### src/rtl/pipe_chain.sv
// -----------------------------------------------------------------------------
// pipe_chain
//
// Elastic chain of STAGES pipeline registers, each WIDTH bits wide with its own
// valid bit. Stages advance on a valid/ready handshake, so a stall at the output
// only backs up the stages that are actually occupied behind it; empty stages
// keep moving and bubbles collapse toward the output. A per-stage flush mask
// turns wrong-path entries into NOP bubbles in the same cycle.
//
// Parameters
//   WIDTH   payload width in bits (>= 1)
//   STAGES  number of register stages (>= 1)
//   NOP     payload held by an empty stage (truncated/zero-extended to WIDTH)
//   CW      occupancy counter width (derived, leave at default)
//
// Ports
//   clk         clock, all state updates on the rising edge
//   rst         asynchronous active-low reset
//   in_valid    upstream presents in_data
//   in_ready    stage 0 can accept this cycle
//   in_data     upstream payload
//   out_valid   last stage holds a live entry
//   out_ready   downstream consumes this cycle
//   out_data    last-stage payload, NOP when out_valid is low
//   flush_mask  bit i set: discard the entry held in stage i this cycle
//   occupancy   registered count of valid stages
// -----------------------------------------------------------------------------
module pipe_chain #(
    parameter int          WIDTH  = 32,
    parameter int          STAGES = 4,
    parameter logic [31:0] NOP    = 32'h0000_0013,
    parameter int          CW     = $clog2(STAGES + 1)
) (
    input  logic              clk,
    input  logic              rst,
    input  logic              in_valid,
    output logic              in_ready,
    input  logic [WIDTH-1:0]  in_data,
    output logic              out_valid,
    input  logic              out_ready,
    output logic [WIDTH-1:0]  out_data,
    input  logic [STAGES-1:0] flush_mask,
    output logic [CW-1:0]     occupancy
);

    localparam logic [WIDTH-1:0] NOP_W = WIDTH'(NOP);

    logic [STAGES-1:0] valid_q;
    logic [STAGES-1:0] valid_d;
    logic [WIDTH-1:0]  data_q [STAGES];
    logic [WIDTH-1:0]  data_d [STAGES];
    logic [CW-1:0]     occupancy_q;
    logic [CW-1:0]     occupancy_d;

    logic [STAGES-1:0] live;
    logic [STAGES-1:0] rdy;
    logic              accept;
    logic              emit;

    // A flushed entry is already absent in the cycle it is flushed, so it
    // neither blocks the stages behind it nor gets emitted.
    assign live = valid_q & ~flush_mask;

    // Ready ripples from the output side: a stage can load whenever it is
    // empty (or being flushed) or the stage ahead of it is moving.
    always_comb begin
        rdy = '0;
        rdy[STAGES-1] = ~live[STAGES-1] | out_ready;
        for (int i = STAGES - 2; i >= 0; i--) begin
            rdy[i] = ~live[i] | rdy[i+1];
        end
    end

    assign in_ready  = rdy[0];
    assign accept    = in_valid & rdy[0];
    assign out_valid = live[STAGES-1];
    assign emit      = live[STAGES-1] & out_ready;
    assign out_data  = live[STAGES-1] ? data_q[STAGES-1] : NOP_W;
    assign occupancy = occupancy_q;

    // Next-state per stage. Any stage that ends up empty is rewritten with NOP
    // so flushed or drained payloads never linger in the datapath.
    always_comb begin
        valid_d = valid_q;
        for (int i = 0; i < STAGES; i++) begin
            data_d[i] = data_q[i];
        end
        if (rdy[0]) begin
            valid_d[0] = accept;
            data_d[0]  = accept ? in_data : NOP_W;
        end
        for (int i = 1; i < STAGES; i++) begin
            if (rdy[i]) begin
                valid_d[i] = live[i-1];
                data_d[i]  = live[i-1] ? data_q[i-1] : NOP_W;
            end
        end
    end

    // Occupancy bookkeeping. A flushed last-stage entry is not live, so it can
    // never also be counted as emitted. One extra bit keeps the intermediate
    // sum from wrapping before the subtraction.
    logic [CW:0] flush_cnt;
    logic [CW:0] occ_sum;

    always_comb begin
        flush_cnt = '0;
        for (int i = 0; i < STAGES; i++) begin
            flush_cnt = flush_cnt + {{CW{1'b0}}, valid_q[i] & flush_mask[i]};
        end
        occ_sum = {1'b0, occupancy_q}
                + {{CW{1'b0}}, accept}
                - {{CW{1'b0}}, emit}
                - flush_cnt;
        occupancy_d = occ_sum[CW-1:0];
    end

    always_ff @(posedge clk or negedge rst) begin
        if (!rst) begin
            valid_q     <= '0;
            occupancy_q <= '0;
            for (int i = 0; i < STAGES; i++) begin
                data_q[i] <= NOP_W;
            end
        end else begin
            valid_q     <= valid_d;
            occupancy_q <= occupancy_d;
            for (int i = 0; i < STAGES; i++) begin
                data_q[i] <= data_d[i];
            end
        end
    end

endmodule

### config.mk
export PLATFORM = sky130hd
export DESIGN_NAME = pipe_chain
export DESIGN_NICKNAME = d
export VERILOG_FILES = /design/src/rtl/pipe_chain.sv
export SDC_FILE = /design/constraint.sdc
export NUM_CORES = 1
export LEC_CHECK = 0
export BUFFER_PORTS_ARGS = -buffer_cell sky130_fd_sc_hd__buf_2
export CAP_MARGIN = 0
export CELL_PAD_IN_SITES_DETAIL_PLACEMENT = 0
export CELL_PAD_IN_SITES_GLOBAL_PLACEMENT = 2
export CORE_MARGIN = 3
export CORE_UTILIZATION = 41
export CTS_CLUSTER_SIZE = 8
export DETAILED_ROUTE_END_ITERATION = 8
export PLACE_DENSITY_LB_ADDON = 0.1
export SYNTH_ARGS = -nofsm -noshare
export SYNTH_HDL_FRONTEND = slang
export SYNTH_SLANG_ARGS = --single-unit
### constraint.sdc
create_clock -name clk -period 7.71 [get_ports clk]
set_input_delay 1.542 -clock clk [delete_from_list [all_inputs] [get_ports clk]]
set_output_delay 1.542 -clock clk [all_outputs]
set_load 0.01 [all_outputs]
After elaboration in Yosys (flattened, before gate mapping). Index checks and enable logic that the tools add are counted.

Register bits: 135. Output and inout bits: 37. Input port bits: 40.

$add $sub $neg: 6. Muxes and demuxes: 5. Bitwise logic cells: 16.

Operators by type and width (number): 32-bit two-way mux (5); 3-bit by 1-bit adder with 3-bit output (2); 1-bit AND (6); 4-bit AND (1); 1-bit NOT (4); 4-bit NOT (1); 1-bit OR (4); 2-bit by 1-bit adder with 3-bit output (1); 3-bit by 1-bit subtractor with 3-bit output (1); 3-bit subtractor (1); 1-bit by 1-bit adder with 2-bit output (1).

Logic depth before layout (Yosys ltp).
Depth in word-level cells: 11. Mapped depth: 10. Gate-level depth less buffers: 9.

Least setup slack after synthesis. Ideal clock, no wire load.

Path type: input to register. Start: input flush_mask[3]. End: register occupancy_q[2], in the netlist occupancy[2]. Library setup time: 0.125 ns. Data required time: 7.585 ns. Arrival time: 4.016 ns. Path slack: 3.569 ns. Cell stages on the path: 10. Path buffers: 1. Path through: nor2b_1 > clkbuf_1 > and2_1 > fa_1 > fa_1 > inv_1 > fa_1 > ha_1 > xnor2_1 > xnor2_1.

Word-level cells in the longest chain between the ends: 11. Elaborated cells between the ends (all ways): 14. Those cells by class: add/sub (4); bitwise (10).

RTL lines: from (decl) (line 42) `input logic [STAGES-1:0] flush_mask,`; 4-bit NOT * (line 62) `assign live = valid_q & ~flush_mask;`; 4-bit AND * (line 62); via out_valid (line 39) `output logic out_valid,`; 1-bit NOT (line 68) `rdy[STAGES-1] = ~live[STAGES-1] | out_ready;`; 1-bit OR (line 68); 1-bit OR (3 in a row) (line 70) `rdy[i] = ~live[i] | rdy[i+1];`; 1-bit AND (line 75) `assign accept = in_valid & rdy[0];`; 3-bit by 1-bit adder with 3-bit output (line 112) `+ {{CW{1'b0}}, accept}`; 3-bit by 1-bit subtractor with 3-bit output * (line 113) `- {{CW{1'b0}}, emit}`; 3-bit subtractor * (line 114) `- flush_cnt;`; via occ_sum[2] (line 104) `logic [CW:0] occ_sum;`; to (signal assigned) (line 127) `occupancy_q <= occupancy_d;`; to (decl) (line 52) `logic [CW-1:0] occupancy_q;`.

The timed path passes the listed nets; every way through them passes the cells marked *. A chain may end at the register's enable or synchronous reset.

Final worst setup path.
Start: input out_ready. End: output in_ready.

Word-level cells in the longest chain between the ends: 4.

RTL lines: from (decl) (line 40) `input logic out_ready,`; 1-bit OR (line 68); 1-bit OR (3 in a row) (line 70); to (decl) (line 37) `output logic in_ready,`.

No other way between the ends.

==> flow_summary.yaml <==
clock_tree:
  cts_root_buf: "clkbuf_16"
  cts.htree.levels: 4
  clkSlewWorstSetupHoldPaths_ns: 0.05
  cts_made_buffers: 17
  postCtsHoldBufs: 0
  insertion_delay_ns: 0.41
  cts_buffer_depth: 2
  cts_tree: "built"
  cts.sinks: 135
  postCtsSetupBuffers: 0
  cts-resized-gates: 0
power:
  irDropWorstVdd_uv: 144
  cellLeakagePower_nw: 3.64
  seqPwrFrac_pct: 46.7
  p_sw_share_pct: 22.3
  internal-power_mw: 1.24
  pwr-share-clk_pct: 46.2
  pwr_density_cell_nw_per_um2: 230
  power_frac_comb_pct: 7.1
  power.switching_mw: 0.356
synthesis:
  synth_xor_area_share_pct: 0.444
  yosys.area.top_type_share_pct: 52.0
  synthMuxAreaShare_pct: 10.9
  synth-simple-area-share_pct: 13.2
  avgSynthCellArea_um2: 11.2
  synth_top_family_by_area: "simple AND/OR/NAND/NOR gates"
  ys_types: 30
  yosysWarnings: 0
  syn-cell-area_um2: 5920
  synthAdderAreaFrac_pct: 1.86
  synthCells: 530
  synth_top_area_cell: "dfrtp_1"
  synth-seq-area-share_pct: 57.3
  synth_compound_area_share_pct: 8.87
  synth_nets: 577
  synth-seq-cells: 135
  synth_area_leaders: "dfrtp_1, mux2i_1, dfstp_2"
floorplanning:
  coreArea_um2: 14000
  fp.dieW_um: 126
  initial_utilization_pct: 42.4
  io_pins: 77
  dieHeight_um: 126
  rows: 43
  die_area_um2: 15900
routing:
  drc: 0
  wl_per_cell_um: 15.4
  ant_nets: 0
  vias_per_cell: 4.85
  num_vias: 3811
  firstDrtPassIters: 4
  drt_iter0_markers: 234
  wl_um: 12100
cells_and_area:
  multi_input_area_um2: 2110
  layout.nets: 639
  fillers: 1328
  diodes: 0
  regArea_um2: 3390
  drive_gt1_share_pct: 22.3
  syn_to_final_growth_pct: 17.2
global_route:
  grt_max_degree: 80
  overflow: 0
  antenna_found_initial: 0
  grt_usage_pct: 16.3
  grt_pass1_vias: 3876
  grt_first_pass_wirelength_um: 20400
place:
  io_buffers: 76
  place.gp.congestion: 0.707
  pre_cts_slack_ns: 2.73
  dpl.hpwl_um: 7810
worst_setup_path:
  cp-startpoint: "out_ready"
  required_ns: 6.17
  setup.worst_path.start_class: "input pin"
  critPathKind: "in2out"
  r2r_start: "valid_q[3]"
  arrival_ns: 3.43
  end_kind: "output pin"
  cp_max_fo: 64
timing:
  fmax_mhz: 201
  rsz0062_at_grt: "no"
  hold_ws_ns: 0.487
  worstMarginPinSlew_ns: 1.10
  setup_slack_ns: 2.74
  setup_viol: 0
  fin_crit_ns: 4.97
  fin_setup_tns_ns: 0
  timing.final.max_slew_violations: 0
  slew_headroom_pct: 26.6
  clock_skew_ns: 0.00635
  fin_crit_sh_pct: 64.5
  hold_viol_final: 0
hold_path:
  worstHoldPathType: "reg2reg"
  min-delay-start: "data_q[37]"
outcome:
  outcome: "finished, final reports clean"
job:
  cap_violations: 0
synthesized netlist by cell type:
master,n
clkbuf_1,20
nor2b_1,3
nor2_4,1
nor3b_1,1
nand2b_1,13
a211oi_1,3
o22a_1,3
nand2_1,60
mux2i_1,58
mux2_2,6
nand3_4,1
xnor2_1,3
dfstp_2,12
buf_6,4
inv_1,64
ha_1,4
o21ai_0,1
nand2_2,1
and2_1,35
nor2_1,4
o31ai_1,29
or3b_1,1
nand3_1,29
a22o_1,29
fa_1,3
nor3_1,3
buf_2,14
buf_4,1
and4bb_2,1
dfrtp_1,123
routing by layer:
metal / track usage [%] / vias to the layer above / share of wire, % / wire length [um]
met3: 4.28 / 11 / 4.8 / 586
met1: 23.9 / 1843 / 50 / 6070
met2: 23.1 / 79 / 44 / 5270
met4: 6.25 / 0 / 1.3 / 157
li1: - / 1878 / - / -
met5: 0 / - / 0 / 0
state kept, by name, indices dropped and copies added (netlist names):
| signal | flops |
|---|---|
| valid_q | 4 |
| data_q | 128 |
| occupancy | 3 |
power groups by stage:
stage               clock [mW]  sequential [mW]  combinational [mW]
floorplan                    0            0.760              0.0650
global placement             0            0.757               0.115
detailed placement           0            0.758               0.118
CTS                      0.761            0.746               0.118
global route             0.790            0.748               0.135
finish                   0.737            0.746               0.114
worst max-delay path, cell delays in order:
cell     delay, ns
buf_2         0.11
nor3b_2       0.16
buf_4         0.57
nand3_4       0.64
buf_2         0.35
through the flow:
step                total power [mW]  cell area (um^2)  cells  utilization (%)
finish                          1.60              6940    785             49.6
global route                    1.67              6940    785             49.6
CTS                             1.62              6940    785             49.6
detailed placement             0.876              6400    753             45.7
global placement               0.871              6400    753             45.7
floorplan                      0.825              5920    530                -
worst paths after layout:
path | cells after the start | endpoint | slack (ns)
min in group asynchronous | 1 | occupancy[1] | 1.15
max in group asynchronous | 2 | data_q[67] | 5.35
hold / removal | 1 | data_q[5] | 0.49
setup / recovery | 5 | in_ready | 2.74
setup reg to reg | 9 | occupancy[2] | 4.31
hold reg to reg | 1 | data_q[5] | 0.49
logic make-up after synthesis:
logic type | count (synthesis)
and+or+nand+nor | 153
DFF | 135
AOI/OAI and AO/OA | 65
adders and majority gates | 7
xor gates and xnor gates | 3
muxes | 64
buffers and inverters | 103
final cells by class:
type,instances,share of cell area [%]
clock buffers,29,7.64
multi-input cells,292,30.4
clock inverters,3,0.216
repair buffers,82,6.22
well taps,180,3.24
inverters,64,3.46
flip-flops and latches,135,48.9
cells in the final DEF (no fill, tap or decap), types with 13 or more instances in the layout:
master | netlist | final
dfrtp_1 | 123 | 123
nand3_1 | 29 | 29
inv_1 | 64 | 64
buf_2 | 14 | 75
and2_1 | 35 | 35
nand2b_1 | 13 | 13
clkbuf_16 | 0 | 17
nand2_1 | 60 | 60
mux2i_1 | 58 | 58
a22o_1 | 29 | 29
o31ai_1 | 29 | 29
Power figures use the tool's default switching activity.
